### src/rtl/fp_16_to_8_converter.sv
// FP16 (1-5-10) to FP8 E5M2 (1-5-2) narrowing converter, 2-stage valid/ready pipe.
// Round-to-nearest-even, optional overflow saturation, saturating event counters.
module fp_16_to_8_converter #(
  parameter bit SATURATE = 1'b0,
  parameter int CNT_W    = 16
) (
  input  logic             clk,
  input  logic             rstn,
  input  logic             in_valid,
  output logic             in_ready,
  input  logic [15:0]      in_data,
  output logic             out_valid,
  input  logic             out_ready,
  output logic [7:0]       out_data,
  input  logic             cnt_clr,
  output logic [CNT_W-1:0] ovf_cnt,
  output logic [CNT_W-1:0] inexact_cnt,
  output logic [CNT_W-1:0] nan_cnt
);

  typedef enum logic [1:0] {
    CLS_FINITE = 2'd0,
    CLS_INF    = 2'd1,
    CLS_NAN    = 2'd2
  } cls_e;

  logic [4:0] in_exp;
  logic [9:0] in_mant;
  logic       s1_load;
  logic       s2_load;
  logic       out_fire;
  logic [6:0] res7;

  logic       s1_valid_q, s1_valid_d;
  logic       s1_sign_q, s1_sign_d;
  cls_e       s1_cls_q, s1_cls_d;
  logic [6:0] s1_trunc_q, s1_trunc_d;
  logic       s1_inc_q, s1_inc_d;
  logic       s1_inexact_q, s1_inexact_d;

  logic       s2_valid_q, s2_valid_d;
  logic [7:0] s2_data_q, s2_data_d;
  logic       s2_ovf_q, s2_ovf_d;
  logic       s2_inexact_q, s2_inexact_d;
  logic       s2_nan_q, s2_nan_d;

  logic [CNT_W-1:0] ovf_cnt_q, ovf_cnt_d;
  logic [CNT_W-1:0] inexact_cnt_q, inexact_cnt_d;
  logic [CNT_W-1:0] nan_cnt_q, nan_cnt_d;

  assign in_exp    = in_data[14:10];
  assign in_mant   = in_data[9:0];
  assign s2_load   = !s2_valid_q || out_ready;
  assign s1_load   = !s1_valid_q || s2_load;
  assign in_ready  = s1_load;
  assign out_fire  = s2_valid_q && out_ready;
  assign out_valid = s2_valid_q;
  assign out_data  = s2_data_q;
  assign ovf_cnt     = ovf_cnt_q;
  assign inexact_cnt = inexact_cnt_q;
  assign nan_cnt     = nan_cnt_q;

  function automatic logic [CNT_W-1:0] sat_inc(input logic [CNT_W-1:0] c);
    return (&c) ? c : c + CNT_W'(1);
  endfunction

  // Stage 1: classify and split into truncated code plus round decision.
  always_comb begin
    s1_valid_d   = s1_valid_q;
    s1_sign_d    = s1_sign_q;
    s1_cls_d     = s1_cls_q;
    s1_trunc_d   = s1_trunc_q;
    s1_inc_d     = s1_inc_q;
    s1_inexact_d = s1_inexact_q;
    if (s1_load) begin
      s1_valid_d = in_valid;
      if (in_valid) begin
        s1_sign_d    = in_data[15];
        s1_trunc_d   = {in_exp, in_mant[9:8]};
        s1_inc_d     = in_mant[7] && ((|in_mant[6:0]) || in_mant[8]);
        s1_inexact_d = in_mant[7] || (|in_mant[6:0]);
        if (in_exp == 5'h1F) begin
          s1_cls_d = (in_mant != 10'd0) ? CLS_NAN : CLS_INF;
        end else begin
          s1_cls_d = CLS_FINITE;
        end
      end
    end
  end

  // Stage 2: apply the increment; a carry out of the mantissa lands in the exponent.
  assign res7 = s1_trunc_q + {6'd0, s1_inc_q};

  always_comb begin
    s2_valid_d   = s2_valid_q;
    s2_data_d    = s2_data_q;
    s2_ovf_d     = s2_ovf_q;
    s2_inexact_d = s2_inexact_q;
    s2_nan_d     = s2_nan_q;
    if (s2_load) begin
      s2_valid_d = s1_valid_q;
      if (s1_valid_q) begin
        s2_ovf_d     = 1'b0;
        s2_inexact_d = 1'b0;
        s2_nan_d     = 1'b0;
        case (s1_cls_q)
          CLS_NAN: begin
            s2_data_d = {s1_sign_q, 7'h7F};
            s2_nan_d  = 1'b1;
          end
          CLS_INF: begin
            s2_data_d = {s1_sign_q, 7'h7C};
          end
          default: begin
            if (res7 == 7'h7C) begin
              s2_data_d    = {s1_sign_q, (SATURATE ? 7'h7B : 7'h7C)};
              s2_ovf_d     = 1'b1;
              s2_inexact_d = 1'b1;
            end else begin
              s2_data_d    = {s1_sign_q, res7};
              s2_inexact_d = s1_inexact_q;
            end
          end
        endcase
      end
    end
  end

  // Counters advance only when the flagged word actually leaves; clear wins.
  always_comb begin
    ovf_cnt_d     = ovf_cnt_q;
    inexact_cnt_d = inexact_cnt_q;
    nan_cnt_d     = nan_cnt_q;
    if (cnt_clr) begin
      ovf_cnt_d     = '0;
      inexact_cnt_d = '0;
      nan_cnt_d     = '0;
    end else if (out_fire) begin
      if (s2_ovf_q)     ovf_cnt_d     = sat_inc(ovf_cnt_q);
      if (s2_inexact_q) inexact_cnt_d = sat_inc(inexact_cnt_q);
      if (s2_nan_q)     nan_cnt_d     = sat_inc(nan_cnt_q);
    end
  end

  always_ff @(posedge clk or negedge rstn) begin
    if (!rstn) begin
      s1_valid_q    <= 1'b0;
      s1_sign_q     <= 1'b0;
      s1_cls_q      <= CLS_FINITE;
      s1_trunc_q    <= 7'd0;
      s1_inc_q      <= 1'b0;
      s1_inexact_q  <= 1'b0;
      s2_valid_q    <= 1'b0;
      s2_data_q     <= 8'd0;
      s2_ovf_q      <= 1'b0;
      s2_inexact_q  <= 1'b0;
      s2_nan_q      <= 1'b0;
      ovf_cnt_q     <= '0;
      inexact_cnt_q <= '0;
      nan_cnt_q     <= '0;
    end else begin
      s1_valid_q    <= s1_valid_d;
      s1_sign_q     <= s1_sign_d;
      s1_cls_q      <= s1_cls_d;
      s1_trunc_q    <= s1_trunc_d;
      s1_inc_q      <= s1_inc_d;
      s1_inexact_q  <= s1_inexact_d;
      s2_valid_q    <= s2_valid_d;
      s2_data_q     <= s2_data_d;
      s2_ovf_q      <= s2_ovf_d;
      s2_inexact_q  <= s2_inexact_d;
      s2_nan_q      <= s2_nan_d;
      ovf_cnt_q     <= ovf_cnt_d;
      inexact_cnt_q <= inexact_cnt_d;
      nan_cnt_q     <= nan_cnt_d;
    end
  end

endmodule

### config.mk
export PLATFORM = sky130hd
export DESIGN_NAME = fp_16_to_8_converter
export DESIGN_NICKNAME = d
export VERILOG_FILES = /design/src/rtl/fp_16_to_8_converter.sv
export SDC_FILE = /design/constraint.sdc
export NUM_CORES = 1
export LEC_CHECK = 0
export CAP_MARGIN = 20
export CORE_MARGIN = 4
export CORE_UTILIZATION = 45
export CTS_BUF_LIST = sky130_fd_sc_hd__clkbuf_8
export CTS_CLUSTER_SIZE = 8
export DETAILED_ROUTE_END_ITERATION = 8
export PLACE_DENSITY = 0.75
export SYNTH_ARGS = -nofsm -noshare
export SYNTH_HDL_FRONTEND = slang
export SYNTH_SLANG_ARGS = --single-unit
### constraint.sdc
create_clock -name clk -period 5.8 [get_ports clk]
set_input_delay 1.16 -clock clk [delete_from_list [all_inputs] [get_ports clk]]
set_output_delay 1.16 -clock clk [all_outputs]
set_load 0.01 [all_outputs]
Word-level counts from Yosys, hierarchy flattened
Cells that the tools add are included.
- bits of input ports: 21
- bits in registers: 73
- word-level logic and storage cells: 69
- output and inout bits: 58
- equal/unequal tests: 7
- mux-type cells: 21
- add/sub/neg operators: 4
- reductions and logical operators: 23
- operators by type and width (kind ; count):
    $mux W16 ; 12
    $add A16 B1 Y16 const B ; 3
    $reduce_and A16 Y1 ; 3
    $pmux W7 S2 ; 1
    $reduce_bool A10 Y1 ; 1
    $reduce_and A3 Y1 ; 3
    $reduce_bool A2 Y1 ; 4
    $add A7 B1 Y7 ; 1
    $eq A7 B7 Y1 const B ; 1
    $mux W7 ; 1
    $reduce_or A7 Y1 ; 1
    $ne A2 B2 Y1 const B ; 3
    $eq A5 B5 Y1 const B ; 1
    $mux W1 ; 5
    $logic_or A1 B1 Y1 ; 4
    $mux W2 ; 2
    $reduce_and A2 Y1 ; 2
    $eq A2 B1 Y1 const B ; 1
    $eq A2 B2 Y1 const B ; 1
    $logic_and A1 B1 Y1 ; 2
    $logic_not A1 Y1 ; 2
    $reduce_or A2 Y1 ; 1

Longest topological paths before layout
- depth in word-level cells: 5
- mapped depth: 6
- mapped depth without buffers: 6

Worst setup path before layout
Ideal clock, no wire load.
- path kind: input-to-reg
- from: input out_ready
- to: register ovf_cnt_q[11] (netlist: ovf_cnt[11])
- stages: 5
- setup time: 0.125 ns
- arrival time: 2.425 ns
- buffers on the path: 1
- required time: 5.675 ns
- slack: 3.250 ns
- cells stage by stage: nand3_2 > or4b_1 > clkbuf_1 > a211oi_1 > mux2_2
- longest elaborated chain between the ends: 3
- ends and longest elaborated chain (what ; line ; source):
    start, declared ; 13 ; input logic out_ready,
    $logic_and A1 B1 Y1 ; 56 ; assign out_fire = s2_valid_q && out_ready;
    $reduce_bool A2 Y1 (no source line) ; - ;
    $reduce_and A3 Y1 (no source line) ; - ;
    end signal, assigned ; 173 ; ovf_cnt_q <= ovf_cnt_d;
    end, declared ; 47 ; logic [CNT_W-1:0] ovf_cnt_q, ovf_cnt_d;
Every way passes these cells.
A chain may end at the register's enable or synchronous reset.

Worst setup path after layout
- from: input out_ready
- to: output in_ready
- longest elaborated chain between the ends: 2
- ends and longest elaborated chain (what ; line ; source):
    $logic_or A1 B1 Y1 ; 53 ; assign s2_load = !s2_valid_q || out_ready;
    $logic_or A1 B1 Y1 ; 54 ; assign s1_load = !s1_valid_q || s2_load;
    end, declared ; 10 ; output logic in_ready,
Every way passes these cells.

==> flow_metrics.env <==
export IMPL_grt_pass1_wl_mm=16.1
export IMPL_crit_chain="clkdlybuf4s50_1 -> nand3b_1 -> clkdlybuf4s50_1"
export IMPL_end_kind="output pin"
export IMPL_io_pins=79
export IMPL_drive_above_1_share_pct=10.3
export IMPL_cpMaxStageDelayCell="clkdlybuf4s50_1"
export IMPL_dieHeight_um=102
export IMPL_wire_per_inst_um=16.0
export IMPL_synthFlopType="dfrtp_1"
export IMPL_cts_setup_buffers=0
export IMPL_synth_top_area_cell="dfrtp_1"
export IMPL_grt_pass1_vias=3454
export IMPL_clk_latency_ns=0.34
export IMPL_io_buffers=78
export IMPL_dp_hpwl_mm=6.58
export IMPL_cp_required_ns=4.64
export IMPL_synth_cells=409
export IMPL_crit_top_cell="clkdlybuf4s50_1"
export IMPL_skew_ns=0.00981
export IMPL_core_area_mm2=0.00838
export IMPL_clock_root_buffer="clkbuf_8"
export IMPL_antenna_found_initial=0
export IMPL_grt_max_degree=74
export IMPL_max_cap_viol_count=0
export IMPL_timing_final_crit_share_pct=64.7
export IMPL_clkTransAtPathRegs_ns=0.08
export IMPL_fmaxAchievable_ghz=0.266
export IMPL_synthTopCellsByArea="dfrtp_1 (46%), mux2_2 (6.3%), a21oi_1 (4.7%)"
export IMPL_dieArea_mm2=0.0103
export IMPL_die_x_um=102
export IMPL_grt_overflow=0
export IMPL_crit_type="in -> out"
export IMPL_report_final_slew_viol_count=0
export IMPL_start_util_pct=47.0
export IMPL_vdd_drop_max_mv=0.113
export IMPL_synth_edf_count=0
export IMPL_num_rows=33
export IMPL_cts_buffers=9
export IMPL_place_congestion=0.787
export IMPL_firstDrtPassIters=4
export IMPL_cp_start_kind="primary input"
export IMPL_worst_slack_ns=2.05
export IMPL_via_per_inst=5.95
export IMPL_relSlewSlack_pct=38.2
export IMPL_status="completed"
export IMPL_synthTopCellsByCount="dfrtp_1 (73), a21oi_1 (37), nand2_1 (32)"
export IMPL_syn_num_nets=436
export IMPL_critPathArrivalTime_ns=2.59
export IMPL_fin_setup_tns_ns=0
export IMPL_tritoncts="done"
export IMPL_synth_seq_cells=73
export IMPL_whs_ns=0.469
export IMPL_synth_seq_area_share_pct=46.4
export IMPL_hold_class="reg -> reg"
export IMPL_async_flop_share_pct=100
export IMPL_hold_viol=0
export IMPL_via_count=3514
export IMPL_yosysWarnings=0
export IMPL_cp_slowest_stage_delay_ns=0.67
export IMPL_worstMarginPinSlew_ns=0.927
export IMPL_clk_path_buf_depth=2
export IMPL_synth_top_area_share_pct=46.4
export IMPL_drtIter0Drc=136
export IMPL_synth_area_mm2=0.00394
export IMPL_nets=508
export IMPL_pwr_density_cell_mw_per_mm2=221
export IMPL_h_tree_depth=3
export IMPL_reg2reg_depth=4
export IMPL_ys_types=49
export IMPL_remaining_drc_errors=0
export IMPL_cts_resized=0
export IMPL_rsz0062_at_grt="no"
export IMPL_diodes=0
export IMPL_crit_path_max_fanout=8
export IMPL_syn_area_per_cell_um2=9.63
export IMPL_hold_depth=2
export IMPL_synthMostInstantiatedCell="dfrtp_1"
export IMPL_pre_cts_slack_ns=2.06
export IMPL_min_period_ns=3.75
export IMPL_p_leak_nw=1.88
export IMPL_cts_hold_buf=0
export IMPL_setup_viol=0
export IMPL_syn2layout_area_growth_pct=26.9
export IMPL_clock_sinks=73
export IMPL_track_usage_pct=19.2
export IMPL_postRouteWirelength_mm=9.45
export IMPL_ant_nets=0
## cell usage in the layout (no fill, tap or decap), types with 5 or more instances in the layout
cell type	count
nand4_1	16
a211oi_1	5
a31oi_1	5
a21oi_1	37
and4_1	6
clkinvlp_4	5
clkbuf_8	10
and3_1	6
o31ai_1	21
o21ai_0	15
dfrtp_1	73
inv_1	9
nor2b_1	13
or4_1	20
nor2_1	22
mux2_2	22
or3_1	12
clkdlybuf4s50_1	76
nand2_1	32
ha_1	6
nand3_1	21
## flip-flops by register name, summed over array words and instances, names as in the netlist
name / count
inexact_cnt: 16
nan_cnt: 16
ovf_cnt: 16
out_data: 8
s1_trunc_q: 7
s1_cls_q: 2
out_valid: 1
s1_inc_q: 1
s1_inexact_q: 1
s1_sign_q: 1
s1_valid_q: 1
s2_inexact_q: 1
s2_nan_q: 1
s2_ovf_q: 1
## layer usage
layer | up-vias | global-route usage [%] | wire (µm) | part of all wire (%)
met5 | - | 0 | 0 | 0
met4 | 0 | 6.03 | 141 | 1.5
met3 | 14 | 3.99 | 414 | 4.4
met2 | 80 | 33.0 | 4870 | 52
met1 | 1715 | 24.1 | 4020 | 43
li1 | 1705 | - | - | -
## logic make-up after synthesis
family                     after synthesis  share of synthesized area [%]
AOI/OAI and AO/OA                       99                           15.8
xor gates and xnor gates                 4                          0.889
adders and majority gates                6                           1.91
buffers and inverters                   30                           2.86
DFF                                     73                           46.4
muxes                                   23                           6.54
and+or+nand+nor                        174                           25.6
## final cells by class
type / count / area (µm²)
tap: 105 / 131
clock buffer: 10 / 138
inverter: 9 / 33.8
multi-input combinational: 306 / 2000
clock inverter: 6 / 67.6
fill: 712 / 3380
sequential: 73 / 1830
timing repair buffer: 82 / 801
## power by group
| group | switching, mW | internal [mW] | leakage (nW) | total (mW) |
|---|---|---|---|---|
| clock network | 0.198 | 0.210 | 0.0868 | 0.408 |
| logic | 0.0705 | 0.0700 | 0.832 | 0.140 |
| registers | 0.0229 | 0.535 | 0.964 | 0.558 |
| total | 0.292 | 0.815 | 1.88 | 1.11 |
## critical path: cells and delay by family
kind | cells | cell delay (ns)
simple gates | 1 | 0.20
buf+inv | 2 | 1.23
## per-stage QoR
stage | utilization (%) | area (µm²) | total power [mW] | std cells
5_1_grt | 59.6 | 5000 | 1.16 | 591
3_3_place_gp | 57.1 | 4790 | 0.704 | 574
4_1_cts | 59.5 | 4990 | 1.12 | 590
3_5_place_dp | 57.1 | 4790 | 0.709 | 574
6_report | 59.6 | 5000 | 1.11 | 591
2_1_floorplan | - | 3940 | 0.631 | 409
## worst paths after layout
path	startpoint	endpoint	slack, ns
setup / recovery	out_ready	in_ready	2.05
hold / removal	s1_sign_q$_DFFE_PN0P_	out_data[7]$_DFFE_PN0P_	0.47
setup reg to reg	out_valid$_DFFE_PN0P_	ovf_cnt[9]$_DFFE_PN0P_	3.53
hold reg to reg	s1_sign_q$_DFFE_PN0P_	out_data[7]$_DFFE_PN0P_	0.47
max in group asynchronous	rstn	inexact_cnt[2]$_DFFE_PN0P_	4.16
min in group asynchronous	rstn	ovf_cnt[10]$_DFFE_PN0P_	1.02
Note: power is estimated with default switching activity, not from simulation.
